`config.mk`:
```
export PLATFORM = sky130hd
export DESIGN_NAME = rr_onehot_arbiter
export DESIGN_NICKNAME = d
export VERILOG_FILES = /design/src/rtl/rr_arb_pkg.sv /design/src/rtl/rr_pick.sv /design/src/rtl/rr_onehot_arbiter.sv
export SDC_FILE = /design/constraint.sdc
export NUM_CORES = 1
export LEC_CHECK = 0
export ABC_AREA = 1
export BUFFER_PORTS_ARGS = -buffer_cell sky130_fd_sc_hd__buf_2
export CELL_PAD_IN_SITES_DETAIL_PLACEMENT = 0
export CELL_PAD_IN_SITES_GLOBAL_PLACEMENT = 1
export CORE_ASPECT_RATIO = 2
export CORE_MARGIN = 1
export CORE_UTILIZATION = 42
export CTS_CLUSTER_SIZE = 20
export DETAILED_ROUTE_END_ITERATION = 10
export PLACE_DENSITY_LB_ADDON = 0.12
export SKIP_CTS_REPAIR_TIMING = 1
export SLEW_MARGIN = 30
export SYNTH_ARGS = -nofsm -noshare
export SYNTH_HDL_FRONTEND = slang
export SYNTH_SLANG_ARGS = --single-unit
```
`constraint.sdc`:
```
create_clock -name clk -period 2.9 [get_ports clk]
set_input_delay 0.58 -clock clk [delete_from_list [all_inputs] [get_ports clk]]
set_output_delay 0.58 -clock clk [all_outputs]
set_load 0.02 [all_outputs]
```
`src/rtl/rr_arb_pkg.sv`:
```
// rtl/rr_arb_pkg.sv - shared constants, state type and helpers for the round-robin arbiter
package rr_arb_pkg;

    localparam int NREQ = 4;

    typedef enum logic {
        IDLE  = 1'b0,
        GRANT = 1'b1
    } state_t;

    localparam logic [NREQ-1:0] GNT0 = 4'b0001;
    localparam logic [NREQ-1:0] GNT1 = 4'b0010;
    localparam logic [NREQ-1:0] GNT2 = 4'b0100;
    localparam logic [NREQ-1:0] GNT3 = 4'b1000;

    function automatic logic [1:0] onehot_to_idx(input logic [NREQ-1:0] oh);
        logic [1:0] idx;
        case (oh)
            GNT1:    idx = 2'd1;
            GNT2:    idx = 2'd2;
            GNT3:    idx = 2'd3;
            default: idx = 2'd0;
        endcase
        return idx;
    endfunction

    // True for zero or exactly one bit set.
    function automatic logic is_onehot0(input logic [NREQ-1:0] v);
        return (v & (v - 4'd1)) == 4'd0;
    endfunction

endpackage

```
`src/rtl/rr_pick.sv`:
```
// rtl/rr_pick.sv - combinational rotating-priority pick starting at ptr
module rr_pick
    import rr_arb_pkg::*;
(
    input  logic [NREQ-1:0] req,
    input  logic [1:0]      ptr,
    input  logic [NREQ-1:0] excl_mask,
    output logic [NREQ-1:0] win_onehot,
    output logic [1:0]      win_idx,
    output logic            any
);

    logic [NREQ-1:0] w_masked;
    logic [1:0]      w_idx;

    always_comb begin
        w_masked   = req & ~excl_mask;
        w_idx      = '0;
        win_onehot = '0;
        win_idx    = '0;
        any        = 1'b0;
        // The 2-bit index wraps naturally, giving the modulo-4 rotation.
        for (int i = 0; i < NREQ; i++) begin
            w_idx = ptr + 2'(i);
            if (!any && w_masked[w_idx]) begin
                any        = 1'b1;
                win_idx    = w_idx;
                win_onehot = 4'b0001 << w_idx;
            end
        end
    end

endmodule

```
`src/rtl/rr_onehot_arbiter.sv`:
```
// rtl/rr_onehot_arbiter.sv - four-way round-robin arbiter with registered one-hot grant and burst cap
module rr_onehot_arbiter
    import rr_arb_pkg::*;
#(
    parameter int MAX_BURST = 4,
    parameter int CW        = 4
) (
    input  logic            clk,
    input  logic            reset_n,
    input  logic [NREQ-1:0] req,
    output logic [NREQ-1:0] grant,
    output logic [1:0]      grant_idx,
    output logic            grant_valid,
    output logic [CW-1:0]   burst_cnt
);

    state_t          r_state;
    logic [NREQ-1:0] r_grant;
    logic [1:0]      r_grant_idx;
    logic            r_grant_valid;
    logic [CW-1:0]   r_burst_cnt;
    logic [1:0]      r_ptr;

    state_t          w_nxt_state;
    logic [NREQ-1:0] w_nxt_grant;
    logic [1:0]      w_nxt_grant_idx;
    logic            w_nxt_grant_valid;
    logic [CW-1:0]   w_nxt_burst_cnt;
    logic [1:0]      w_nxt_ptr;

    logic [NREQ-1:0] w_excl;
    logic [NREQ-1:0] w_win_onehot;
    logic [1:0]      w_win_idx;
    logic            w_any;
    logic            w_tenure_end;

    // The current owner is never a handover candidate.
    assign w_excl       = (r_state == GRANT) ? r_grant : '0;
    assign w_tenure_end = !req[r_grant_idx] || (r_burst_cnt == CW'(MAX_BURST));

    rr_pick u_pick (
        .req        (req),
        .ptr        (r_ptr),
        .excl_mask  (w_excl),
        .win_onehot (w_win_onehot),
        .win_idx    (w_win_idx),
        .any        (w_any)
    );

    always_comb begin
        w_nxt_state       = r_state;
        w_nxt_grant       = r_grant;
        w_nxt_grant_idx   = r_grant_idx;
        w_nxt_grant_valid = r_grant_valid;
        w_nxt_burst_cnt   = r_burst_cnt;
        w_nxt_ptr         = r_ptr;

        if (!is_onehot0(r_grant)) begin
            w_nxt_state       = IDLE;
            w_nxt_grant       = '0;
            w_nxt_grant_idx   = '0;
            w_nxt_grant_valid = 1'b0;
            w_nxt_burst_cnt   = '0;
        end else if (r_state == IDLE || w_tenure_end) begin
            if (w_any) begin
                w_nxt_state       = GRANT;
                w_nxt_grant       = w_win_onehot;
                w_nxt_grant_idx   = onehot_to_idx(w_win_onehot);
                w_nxt_grant_valid = 1'b1;
                w_nxt_burst_cnt   = CW'(1);
                w_nxt_ptr         = w_win_idx + 2'd1;
            end else if (r_state == GRANT && req[r_grant_idx]) begin
                w_nxt_burst_cnt   = CW'(1);
            end else begin
                w_nxt_state       = IDLE;
                w_nxt_grant       = '0;
                w_nxt_grant_idx   = '0;
                w_nxt_grant_valid = 1'b0;
                w_nxt_burst_cnt   = '0;
            end
        end else begin
            w_nxt_burst_cnt = r_burst_cnt + CW'(1);
        end
    end

    always_ff @(posedge clk or negedge reset_n) begin
        if (!reset_n) begin
            r_state       <= IDLE;
            r_grant       <= '0;
            r_grant_idx   <= '0;
            r_grant_valid <= 1'b0;
            r_burst_cnt   <= '0;
            r_ptr         <= '0;
        end else begin
            r_state       <= w_nxt_state;
            r_grant       <= w_nxt_grant;
            r_grant_idx   <= w_nxt_grant_idx;
            r_grant_valid <= w_nxt_grant_valid;
            r_burst_cnt   <= w_nxt_burst_cnt;
            r_ptr         <= w_nxt_ptr;
        end
    end

    assign grant       = r_grant;
    assign grant_idx   = r_grant_idx;
    assign grant_valid = r_grant_valid;
    assign burst_cnt   = r_burst_cnt;

endmodule

```
After elaboration in Yosys (flattened, before gate mapping)

Cells that the tools add are included.

Bits in latches: 0
Memories kept: 0
Word-level logic and storage cells: 83
Bits in registers: 13
Output and inout port bits: 11
Bits in writable memories: 0
Bits of input ports: 6
Bits in read-only memories: 0

Shift-type cells: 4
Multipliers: 0
Magnitude comparators: 5
Bitwise operators: 4
Muxes and demuxes: 40
Equality and inequality tests: 6
Reductions and logical operators: 13
Div/mod/pow operators: 0
Add/subtract/negate cells: 6

Operators with widths:

| cell                                                | number |
|---|---|
| two-way mux 4 bit                                   | 11 |
| two-way mux 2 bit                                   | 8 |
| left shift 1 x 2 -> 4 bit, first input constant     | 4 |
| < comparator 2 x 3 -> 1 bit, second input constant  | 5 |
| two-way mux 1 bit                                   | 15 |
| binary-select mux 1 bit (select 2 bit)              | 5 |
| bitwise AND 4 bit                                   | 2 |
| equality test 4 x 3 -> 1 bit, second input constant | 2 |
| one-hot mux 2 bit (3 select lines)                  | 1 |
| adder 2 x 1 -> 2 bit, second input constant         | 2 |
| adder 2 bit, second input constant                  | 2 |
| adder 4 x 1 -> 4 bit, second input constant         | 1 |
| equality test 4 x 2 -> 1 bit, second input constant | 1 |
| equality test 4 bit, second input constant          | 1 |
| logical AND 1 bit                                   | 4 |
| logical NOT 1 bit                                   | 4 |
| logical NOT 4 bit                                   | 1 |
| inverter 4 bit                                      | 1 |
| subtractor 4 x 1 -> 4 bit, second input constant    | 1 |
| != test 3 x 2 -> 1 bit, second input constant       | 1 |
| AND reduction 3 bit                                 | 1 |
| logical OR 1 bit                                    | 2 |
| != test 2 x 1 -> 1 bit, second input constant       | 1 |
| AND reduction 2 bit                                 | 1 |
| inverter 1 bit                                      | 1 |

Depth between registers and ports, before layout

Word-level depth: 20
Depth in mapped cells: 14
Depth with buffers taken out: 14

Cells and area by module

A second synthesis with hierarchy kept.

Cell total of the unflattened synthesis: 192
Area total of the unflattened synthesis: 1,286.2 um2

By module, submodules not included:

| module            | area an instance (um2) | cells an instance | times used | sequential area each (um2) |
|---|---|---|---|---|
| rr_onehot_arbiter | 788.3                  | 103               | 1          | 325.3 |
| rr_pick           | 498.0                  | 89                | 1          | 0.0 |

Least setup slack after synthesis

No wires, ideal clock.

Path type: reg-to-reg
Start: reg r_ptr[1]
End: reg r_burst_cnt[0] (netlist: burst_cnt[0])
Cell stages (with the launch flop): 12
Data required time: 2.781 ns
Path slack: 0.915 ns
Setup time: 0.119 ns
Buffers on the path: 0
Clock period less this slack: 1.985 ns
Arrival time: 1.866 ns
Path through: dfrtp_1 -> inv_2 -> ha_1 -> inv_1 -> nand3_1 -> nand2_4 -> nand3_2 -> nor2_4 -> nor2_4 -> inv_2 -> nand2_2 -> o21a_1

Longest elaborated chain between the ends: 15
Elaborated cells on any way between the ends: 24
Classes of those cells: add/sub (3); mux (15); reduce/logical (6)

Ends and longest elaborated chain:

| what                                                                          | line                     | source |
|---|---|---|
| from (decl)                                                                   | rr_onehot_arbiter.sv:22  | `logic [1:0] r_ptr;` |
| from (signal assigned)                                                        | rr_onehot_arbiter.sv:100 | `r_ptr <= w_nxt_ptr;` |
| parallel branches: the longest is 11 deep, another holds adder 2 x 1 -> 2 bit | --                       |  |
| two-way mux 1 bit *                                                           | rr_pick.sv:25            | `if (!any && w_masked[w_idx]) begin` |
| two-way mux 1 bit *                                                           | rr_onehot_arbiter.sv:65  | `if (w_any) begin` |
| two-way mux 4 bit *                                                           | rr_onehot_arbiter.sv:64  | `end else if (r_state == IDLE \|\| w_tenure_end) begin` |
| two-way mux 4 bit *                                                           | rr_onehot_arbiter.sv:58  | `if (!is_onehot0(r_grant)) begin` |
| named net w_nxt_burst_cnt[0]                                                  | rr_onehot_arbiter.sv:28  | `logic [CW-1:0] w_nxt_burst_cnt;` |
| to (signal assigned)                                                          | rr_onehot_arbiter.sv:99  | `r_burst_cnt <= w_nxt_burst_cnt;` |
| to (decl)                                                                     | rr_onehot_arbiter.sv:21  | `logic [CW-1:0] r_burst_cnt;` |

Mark *: on every way through the listed nets, which the timed path passes. The select of a mux whose other input is x is not followed.
A chain may end at the register's enable or synchronous reset.

Final worst setup path

Start: reg r_ptr[0]
End: reg r_burst_cnt[0] (netlist: burst_cnt[0])

Same word-level chain as after synthesis.

==> reports/metrics.cfg <==
[outcome]
outcome=finished, final reports clean

[logic_synthesis]
synthTopCellsByArea=dfrtp_1 25%, nand2_1 15%, nand3_1 10%
synth_most_common_cell=nand2_1
synth_area_per_cell_um2=7.34
yosys.area.top_type=dfrtp_1
synth_top_area_share=0.250
ys_seq_area_frac=0.250
ys_types=28
synth_fp_nets=193
netlist_top_cells_count=51 x nand2_1, 26 x nand3_1, 13 x dfrtp_1, 13 x inv_1
synth_edf_count=0
syn_area_um2=1300
ys_ff_latch=13
syn_inst=177
ys_warn_count=0
synth_ff_type=dfrtp_1
synth-async-reset-ratio=1.00

[placed_design]
routabilityCongestion=0.808
dp_hpwl_mm=2.84
io_buffers=16

[die]
rows=28
initial_core_util=0.442
dieWidth_um=41.3
die_h_um=80.7
io_pins=17
die-area_um2=3340
coreArea_um2=2940

[cells_and_area]
antennaDiodeCount=0
nNetsFinal=213
drive_gt1_frac=0.235
nFillCells=325
syn_to_final_growth_pct=11.0

[setup_path]
worstPathArrival_ns=2.48
path_cells=inv_2 > ha_1 > inv_1 > nand3_1 > nand2_4 > nand3_2 > nor2_4 > nor2_4 > inv_2 > nand2_2 > o21a_1
max_stage_delay_ns=0.57
cp.required_ns=3.03
end_kind=register
cp_slowest_cell=dfrtp_1
cp-start-kind=register
critPathKind=reg2reg
worst-path-max-fanout=10

[sta]
hold_viol=0
slew_violations=0
clock_skew_ns=0.00212
maxSlewHeadroom=0.740
setup_viol=0
fmax_mhz=425
fin_crit_sh=0.812
min_period_ns=2.35
rsz0062_at_grt=false
fin_tns_setup_ns=0
tightest_slew_ns=0.391

[detailed_routing]
wl_mm=3.39
drtAntennaViolNets=0
drc=0
routedWlPerCell_um=15.0
drt-initial-drc-count=29
via_count=1250
first_pass_iters=4
avgViaCountPerCell=5.53

[clocking]
clkSlewWorstSetupHoldPaths_ns=0.05
clockRootBuffer=clkbuf_8
htreeDepth=1
cts_made_buffers=3
clockBufferDepth=2
cts.sinks=13
clock_latency_ns=0.24
cts_tree=done

[grt]
grt_usage=0.243
grt_pass1_vias=1307
antenna_found_initial=0
grt_pass1_wl_mm=5.59
grt-ovfl-total=0
grt_max_degree=14

[flow_run]
maxCapViolCount=0

[hold_path]
hold_class=in2async

-- sequential cells by signal, indices dropped and copies added (netlist names) --
signal       flops
burst_cnt        4
grant            4
grant_valid      1
grant_idx        2
r_ptr            2
-- cell families (layout without fill, tap and decap cells) --
kind of cell	after synthesis	in the layout	synth area share
flops	13	13	0.250
xor+xnor	2	2	0.0135
fa+ha+maj	10	10	0.0962
simple gates	119	119	0.507
buf+inv	18	37	0.0645
compound gates	15	15	0.0683
-- per-stage QoR --
step	utilization	cell area [µm²]	worst slack, ns	std cells	hold slack, ns
floorplan	-	1300	0.915	177	0.284
global placement	0.475	1400	0.603	222	0.478
detailed placement	0.475	1400	0.553	222	0.483
CTS	0.490	1440	0.538	226	0.220
global route	0.490	1440	0.370	226	0.244
finish	0.490	1440	0.545	226	0.221
-- layout make-up --
class	count	area [µm²]	area share
Tap cell	30	37.5	0.0260
Clock buffer	4	45.0	0.0312
Inverter	17	63.8	0.0442
Sequential cell	13	325	0.225
Timing Repair Buffer	16	80.1	0.0555
Multi-Input combinational cell	146	891	0.618
-- critical path: cells and delay by family (launching register included) --
kind	cells	cell delay (ns)
AND/OR/NAND/NOR	6	0.72
flip-flops	1	0.57
buffers and inverters	3	0.42
adder cells (fa/ha/maj)	1	0.42
AO/OA/AOI/OAI	1	0.11
-- final timing paths --
| check | to | cells after the start | slack (ns) | startpoint |
|---|---|---|---|---|
| max | burst_cnt[0]$_DFF_PN0_ | 11 | 0.55 | r_ptr[0]$_DFFE_PN0P_ |
| min | grant_idx[0]$_DFFE_PN0P_ | 1 | 0.22 | reset_n |
| max reg2reg | burst_cnt[0]$_DFF_PN0_ | 11 | 0.55 | r_ptr[0]$_DFFE_PN0P_ |
| min reg2reg | burst_cnt[3]$_DFF_PN0_ | 2 | 0.58 | burst_cnt[3]$_DFF_PN0_ |
| max in group asynchronous | burst_cnt[3]$_DFF_PN0_ | 1 | 2.45 | reset_n |
| min in group clk | burst_cnt[3]$_DFF_PN0_ | 2 | 0.58 | burst_cnt[3]$_DFF_PN0_ |
-- cell usage in the layout, fill, tap and decap left out --
cell,netlist,layout
o21a_1,1,1
dfrtp_1,13,13
clkinv_1,1,1
o211ai_1,2,2
nand2_4,5,5
nand3_1,26,26
o22ai_1,2,2
inv_1,13,13
buf_2,0,16
o21ai_2,1,1
nand4_4,1,1
nand4_1,4,4
xor2_1,1,1
nand2_1,51,51
xnor2_1,1,1
nand3_2,7,7
a21oi_1,2,2
clkbuf_8,0,3
nor2_1,10,10
nand3b_2,1,1
nor2_4,2,2
inv_2,3,3
nor2_2,1,1
ha_1,10,10
o21ai_0,7,7
and3_1,1,1
nand3b_1,4,4
nand2_2,5,5
nor2_8,1,1
clkbuf_1,0,1
-- layer usage --
layer,track usage,share of wire
met2,0.477,0.58
met5,0,0
met1,0.227,0.37
met3,0.0166,0.014
met4,0.0903,0.031
Power is not shown: default switching activity piles up to over one toggle a cycle in this logic, so the estimate is an artifact.
